## src/rtl/spi_pkg.sv

```systemverilog
// spi_pkg: shared state encoding and command-format helpers for the SPI slave.
package spi_pkg;
  typedef enum logic [2:0] {
    IDLE, GET_CMD, GOT_CMD, READ_LOAD, READ_SEND, WRITE_RECV, WRITE_COMMIT, DONE
  } state_t;
  localparam logic RW_READ = 1'b1;
  function automatic int cmd_w(input int addr_w);
    return addr_w + 1;
  endfunction
endpackage

```

## src/rtl/spi_slave_fsm_if.sv

```systemverilog
// spi_slave_fsm_if: conditioned SPI pin events plus the synchronous memory port.
interface spi_slave_fsm_if #(parameter int ADDR_W = 7, parameter int DATA_W = 8);
  logic cs_cond;
  logic sclk_pos;
  logic sclk_neg;
  logic mosi_cond;
  logic miso;
  logic miso_oe;
  logic [ADDR_W-1:0] mem_addr;
  logic [DATA_W-1:0] mem_wdata;
  logic mem_we;
  logic [DATA_W-1:0] mem_rdata;
  logic xfer_done;
  modport slave (
    input cs_cond, sclk_pos, sclk_neg, mosi_cond, mem_rdata,
    output miso, miso_oe, mem_addr, mem_wdata, mem_we, xfer_done
  );
  modport master (
    output cs_cond, sclk_pos, sclk_neg, mosi_cond, mem_rdata,
    input miso, miso_oe, mem_addr, mem_wdata, mem_we, xfer_done
  );
endinterface

```

## src/rtl/spi_shiftreg.sv

```systemverilog
// spi_shiftreg: parallel-load, serial-in shift register, MSB-first, load wins over shift.
module spi_shiftreg #(parameter int W = 8) (
  input  logic         clk,
  input  logic         rst_n,
  input  logic         load,
  input  logic         shift,
  input  logic         sin,
  input  logic [W-1:0] din,
  output logic [W-1:0] q
);
  always_ff @(posedge clk or negedge rst_n)
    if (!rst_n) q <= '0;
    else if (load) q <= din;
    else if (shift) q <= {q[W-2:0], sin};
endmodule

```

## src/rtl/spi_slave_fsm.sv

```systemverilog
// spi_slave_fsm: SPI mode-0 slave, command byte then one read/write word.
// Define SPI_AUTOINC_EN for burst mode with auto-incrementing address.
module spi_slave_fsm import spi_pkg::*; #(
  parameter int ADDR_W = 7,
  parameter int DATA_W = 8
) (
  input logic clk,
  input logic rst_n,
  spi_slave_fsm_if.slave bus
);
  localparam int CMD_W = cmd_w(ADDR_W);
  localparam int RX_W  = ADDR_W > DATA_W - 1 ? ADDR_W : DATA_W - 1;
  localparam int CNT_W = $clog2((CMD_W > DATA_W ? CMD_W : DATA_W) + 1);
  state_t state;
  logic [CNT_W-1:0] cnt;
  logic rw;
  logic [RX_W-1:0] rx_q;
  logic [DATA_W-1:0] tx_q;
  logic pos, neg, tx_unused;
  assign pos = bus.sclk_pos;
  assign neg = bus.sclk_neg & ~bus.sclk_pos;
  assign tx_unused = ^tx_q[DATA_W-2:0];
  // rx holds the bits preceding the current one; the live MOSI bit completes the word
  spi_shiftreg #(.W(RX_W)) u_rx (
    .clk(clk), .rst_n(rst_n), .load(1'b0),
    .shift(pos && (state == GET_CMD || state == WRITE_RECV)),
    .sin(bus.mosi_cond), .din('0), .q(rx_q)
  );
  spi_shiftreg #(.W(DATA_W)) u_tx (
    .clk(clk), .rst_n(rst_n), .load(state == READ_LOAD),
    .shift(neg && state == READ_SEND),
    .sin(1'b0), .din(bus.mem_rdata), .q(tx_q)
  );
  always_ff @(posedge clk or negedge rst_n)
    if (!rst_n) begin
      state         <= IDLE;
      cnt           <= '0;
      rw            <= 1'b0;
      bus.miso      <= 1'b0;
      bus.miso_oe   <= 1'b0;
      bus.mem_addr  <= '0;
      bus.mem_wdata <= '0;
      bus.mem_we    <= 1'b0;
      bus.xfer_done <= 1'b0;
    end else begin
      bus.mem_we    <= 1'b0;
      bus.xfer_done <= 1'b0;
      if (bus.cs_cond && state != WRITE_COMMIT) begin
        state       <= IDLE;
        bus.miso_oe <= 1'b0;
      end else case (state)
        IDLE: begin
          state <= GET_CMD;
          cnt   <= '0;
        end
        GET_CMD: if (pos) begin
          cnt <= cnt + 1'b1;
          if (cnt == CNT_W'(CMD_W - 1)) begin
            state        <= GOT_CMD;
            bus.mem_addr <= rx_q[ADDR_W-1:0];
            rw           <= bus.mosi_cond;
          end
        end
        GOT_CMD: begin
          state <= rw == RW_READ ? READ_LOAD : WRITE_RECV;
          cnt   <= '0;
        end
        READ_LOAD: begin
          state       <= READ_SEND;
          bus.miso_oe <= 1'b1;
        end
        READ_SEND: begin
          if (neg) bus.miso <= tx_q[DATA_W-1];
          if (pos) begin
            cnt <= cnt + 1'b1;
            if (cnt == CNT_W'(DATA_W - 1)) begin
              bus.xfer_done <= 1'b1;
`ifdef SPI_AUTOINC_EN
              state        <= GOT_CMD;
              bus.mem_addr <= bus.mem_addr + 1'b1;
`else
              state       <= DONE;
              bus.miso_oe <= 1'b0;
`endif
            end
          end
        end
        WRITE_RECV: if (pos) begin
          cnt <= cnt + 1'b1;
          if (cnt == CNT_W'(DATA_W - 1)) begin
            state         <= WRITE_COMMIT;
            bus.mem_wdata <= {rx_q[DATA_W-2:0], bus.mosi_cond};
            bus.mem_we    <= 1'b1;
            bus.xfer_done <= 1'b1;
          end
        end
        WRITE_COMMIT: begin
`ifdef SPI_AUTOINC_EN
          state        <= WRITE_RECV;
          bus.mem_addr <= bus.mem_addr + 1'b1;
          cnt          <= '0;
`else
          state <= DONE;
`endif
        end
        DONE: bus.miso_oe <= 1'b0;
        default: state <= IDLE;
      endcase
    end
endmodule

```

## src/flat_wrapper.sv

```systemverilog
// flat-port wrapper written by rule: the top's interface ports become plain ports
module spi_slave_fsm_flat import spi_pkg::*;
#(
  parameter int ADDR_W = 7,
  parameter int DATA_W = 8
)
  (clk, rst_n, bus_cs_cond, bus_sclk_pos, bus_sclk_neg, bus_mosi_cond, bus_mem_rdata, bus_miso, bus_miso_oe, bus_mem_addr, bus_mem_wdata, bus_mem_we, bus_xfer_done);
  spi_slave_fsm_if #(.ADDR_W(ADDR_W), .DATA_W(DATA_W)) bus_i ();
  input logic clk;
  input logic rst_n;
  input wire logic [$bits(bus_i.cs_cond)-1:0] bus_cs_cond;
  input wire logic [$bits(bus_i.sclk_pos)-1:0] bus_sclk_pos;
  input wire logic [$bits(bus_i.sclk_neg)-1:0] bus_sclk_neg;
  input wire logic [$bits(bus_i.mosi_cond)-1:0] bus_mosi_cond;
  input wire logic [$bits(bus_i.mem_rdata)-1:0] bus_mem_rdata;
  output wire logic [$bits(bus_i.miso)-1:0] bus_miso;
  output wire logic [$bits(bus_i.miso_oe)-1:0] bus_miso_oe;
  output wire logic [$bits(bus_i.mem_addr)-1:0] bus_mem_addr;
  output wire logic [$bits(bus_i.mem_wdata)-1:0] bus_mem_wdata;
  output wire logic [$bits(bus_i.mem_we)-1:0] bus_mem_we;
  output wire logic [$bits(bus_i.xfer_done)-1:0] bus_xfer_done;
  assign bus_i.cs_cond = bus_cs_cond;
  assign bus_i.sclk_pos = bus_sclk_pos;
  assign bus_i.sclk_neg = bus_sclk_neg;
  assign bus_i.mosi_cond = bus_mosi_cond;
  assign bus_i.mem_rdata = bus_mem_rdata;
  assign bus_miso = bus_i.miso;
  assign bus_miso_oe = bus_i.miso_oe;
  assign bus_mem_addr = bus_i.mem_addr;
  assign bus_mem_wdata = bus_i.mem_wdata;
  assign bus_mem_we = bus_i.mem_we;
  assign bus_xfer_done = bus_i.xfer_done;
  spi_slave_fsm #(.ADDR_W(ADDR_W), .DATA_W(DATA_W)) u_core (.clk(clk), .rst_n(rst_n), .bus(bus_i));
endmodule
```

## config.mk

```make
export PLATFORM = sky130hd
export DESIGN_NAME = spi_slave_fsm_flat
export DESIGN_NICKNAME = d
export VERILOG_FILES = /design/src/rtl/spi_pkg.sv /design/src/rtl/spi_slave_fsm_if.sv /design/src/rtl/spi_shiftreg.sv /design/src/rtl/spi_slave_fsm.sv /design/src/flat_wrapper.sv
export SDC_FILE = /design/constraint.sdc
export NUM_CORES = 1
export LEC_CHECK = 0
export CAP_MARGIN = 20
export CORE_MARGIN = 2
export CORE_UTILIZATION = 30
export CTS_CLUSTER_SIZE = 8
export DETAILED_ROUTE_END_ITERATION = 8
export GPL_TIMING_DRIVEN = 0
export SLEW_MARGIN = 20
export SYNTH_ARGS = -nofsm -noshare
export SYNTH_HDL_FRONTEND = slang
export SYNTH_HIERARCHICAL = 1
export SYNTH_SLANG_ARGS = --single-unit
```

## constraint.sdc

```tcl
create_clock -name clk -period 1.44 [get_ports clk]
set_input_delay 0.36 -clock clk [delete_from_list [all_inputs] [get_ports clk]]
set_output_delay 0.36 -clock clk [all_outputs]
set_load 0.03 [all_outputs]
```

==> results by group <==
CTS
  – CTS tree: done
  – Latest clock arrival within the worst-skew pair: about 0.29 ns
  – H-tree levels: 2
  – # clock sinks: 42
  – Maximum clock path buffer count: 2
  – Clock Root Buffer: clkbuf_8
  – CTS buffer count: 5
  – Clk pin slew, worst setup/hold paths: 0.08 ns

Critical path
  – CP required: 1.62 ns
  – Critical path peak fanout: 8
  – CP arrival: 1.78 ns
  – Nature of the critical path endpoint: register
  – Worst flop-to-flop path startpoint: u_core/cnt[1]
  – Worst setup path class: register to register
  – Worst reg-to-reg setup slack: -0.16 ns
  – Worst Setup SP: u_core/cnt[1]
  – Startpoint types: register

Layout
  – Share of cells above drive strength 1: 0.282
  – ANT cells: 0
  – Area Overhead vs Synth: 40.9%
  – Final cell count without fillers: 311
  – Nets: 248
  – Fin area: 2780 µm²

Logic synthesis
  – Synthesized instance count: 166
  – Post-synthesis xor/xnor area fraction: 0
  – Asr flop ratio synth: 1.00
  – Commonest cells in the netlist: dfrtp_1 (42), nand2_1 (19), mux2i_1 (16)
  – Post-synth top flop: dfrtp_1
  – Complex-gate fraction of the synthesized area: 0.0863
  – Post-synthesis mux area share: 0.199
  – Yosys reg bits: 42
  – Synth Area in Adders: 0.00635
  – Number of enable flip-flop cells after synthesis: 0
  – Post-Syn Area per Cell: 11.9 µm²
  – Ys Warns: 6
  – Netlist cell types: 40
  – Post-Syn Area: approximately 2000 µm²
  – Largest cells by area after synthesis: dfrtp_1 (53%), mux2i_1 (8.1%), mux2_4 (6.1%), mux2_2 (5.1%), o21ai_1 (3.8%)
  – Most frequent cell after synthesis: dfrtp_1
  – Simple-gate share of the synthesized area: 0.137
  – Area leader, netlist: dfrtp_1
  – Yosys top cell area share: 0.533
  – Register area share after synthesis: 0.533
  – Largest family of logic cells by synthesized area: multiplexers

Worst hold path
  – Worst hold path type: register to register
  – Hold Path Origin: u_core/bus.miso

Global routing
  – Total track usage: 0.122
  – Pin count of the biggest net entering global routing: 28
  – Vias in the first global route: 1459
  – Grt total ovfl: 0
  – First-pass GRT wire length: 7130 µm
  – Initial antenna violation count: 0

Floorplan
  – Die W: 85.1 µm
  – Total Die Area: 7230 µm²
  – Die height: 85.1 µm
  – IO Count: 33
  – Starting density of the core: 0.310
  – Core ar.: ~6300 µm²
  – Row cnt: 29

Pwr
  – Pwr Density: 842 nW/µm²
  – Sw Share: 0.252
  – Sequential Power Share: 0.545
  – Internal power: 1.75 mW
  – Part of the power in combinational logic: 0.117
  – Leakage: ~1.3 nW
  – Net Sw Power: 0.589 mW
  – Clk pwr share: 0.338
  – Maximum VDD drop: 0.000547 V

Routing
  – Detail Route Antenna Nets: 0
  – Drt drc: 0
  – Vias: 1463
  – Vias per cell: roughly 4.7
  – Avg WL per Cell: between 10 and 15 µm
  – Initial DRT Pass Iterations: 4
  – 1st-iter DRT viols: 83
  – DRT Wirelength: 4250 µm

STA
  – Final Slew Violations: 0
  – Setup TNS: -2.19 ns
  – RSZ-0062 raised after global routing: true
  – Final setup violation count: 18
  – Final period utilization: 1.11
  – Tmin final: 1.60 ns
  – Final setup margin: -0.162 ns
  – Clk_skew: 0.00784 ns
  – FMAX: 0.624 GHz
  – Fin. Hold Viols: 0

Status
  – Status: complete, but fails checks
  – Violated checks: setup timing

Placed design
  – Place WS: -0.605 ns
  – Placed Area: 2450 µm²
  – RePlAce Congestion: 0.800
  – Placed instance count: between 200 and 300
  – DP Wirelength: 2770 µm
  – I/O Buffers: 32

Flow run
  – Max Cap Violations: 0
-- cells in the final DEF, fill, tap and decap left out, types with 4 or more instances in the layout --
cell             instances
mux2_2                   8
clkdlybuf4s15_1         10
buf_4                   13
dlygate4sd2_1           10
nand2_1                 19
nand2b_1                 4
buf_6                    5
dfrtp_1                 41
clkbuf_8                 6
mux2_4                   9
o21ai_0                  4
mux2i_1                 15
conb_1                  13
clkdlybuf4s50_1          9
o21ai_1                 16
nor2_1                   4
-- registers in the layout (all words and copies together), names as in the netlist --
name	count
u_core/bus.mem_wdata	8
u_core/bus.miso	1
u_core/rw	1
u_core/bus.miso_oe	1
u_core/bus.mem_we	1
u_core/cnt	4
u_core/u_rx/q	7
u_core/u_tx/q	8
u_core/bus.xfer_done	1
u_core/bus.mem_addr	7
u_core/state	3
-- critical path: stages (launching register included) --
cell and delay, ns:
dfrtp_1 0.39, ha_2 0.19, and4b_2 0.28, buf_6 0.13, nand3_4 0.14, mux2_2 0.35
-- metrics by stage --
step | util | power [mW] | hold slack [ns]
global placement | 0.384 | 1.52 | 0.467
CTS | 0.418 | 2.35 | 0.489
detailed placement | 0.387 | 1.53 | 0.313
finish | 0.437 | 2.34 | 0.484
global route | 0.437 | 2.47 | 0.526
floorplan | - | 1.42 | 0.0644
-- logic make-up after synthesis --
family	after synthesis
flip-flops	42
buffers and inverters	11
AO/OA/AOI/OAI	29
AND/OR/NAND/NOR	48
multiplexers	34
adder cells (fa/ha/maj)	1
other	1
-- path summary, 6_finish.rpt --
| kind | cells past startpoint | to |
|---|---|---|
| setup / recovery | 5 | u_core/bus.mem_addr[5] |
| hold / removal | 1 | u_core/bus.miso |
| setup reg to reg | 5 | u_core/bus.mem_addr[5] |
| hold reg to reg | 1 | u_core/bus.miso |
| max in group asynchronous | 3 | u_core/state[0] |
| min in group asynchronous | 2 | u_core/bus.miso_oe |
-- routing by layer --
metal  vias to the layer above  global-route usage  share of wire
met5                         -                   0              0
met4                         0              0.0404          0.020
met3                         8              0.0292          0.040
met2                        25               0.195           0.46
met1                       720               0.164           0.48
li1                        710                   -              -
-- what timing repair did --
| action | CTS | global route |
|---|---|---|
| endpoints found under the hold margin | 15 | 0 |
| setup endpoints to repair | 58 | 45 |
| pin swaps | 2 | 7 |
| cloned | 1 | 0 |
| gates resized for setup | 36 | 28 |
| setup buffers | 7 | 7 |
| hold buffers | 1 | 0 |
-- area by class of cell --
class / count / area, µm²
Clock buffer: 6 / 82.6
Multi-Input combinational cell: 125 / 980
Clock inverter: 2 / 12.5
Fill cell: 596 / 3570
Tap cell: 77 / 96.3
Sequential cell: 42 / 1050
Buffer: 7 / 65.1
Timing Repair Buffer: 49 / 477
Inverter: 3 / 11.3
-- power groups by stage --
stage	registers (mW)	clock network, mW	logic (mW)
2_1_floorplan	1.28	0	0.139
3_3_place_gp	1.29	0	0.225
3_5_place_dp	1.29	0	0.235
4_1_cts	1.27	0.831	0.253
5_1_grt	1.28	0.882	0.306
6_report	1.27	0.791	0.273
(Power assumes the default switching activity.)
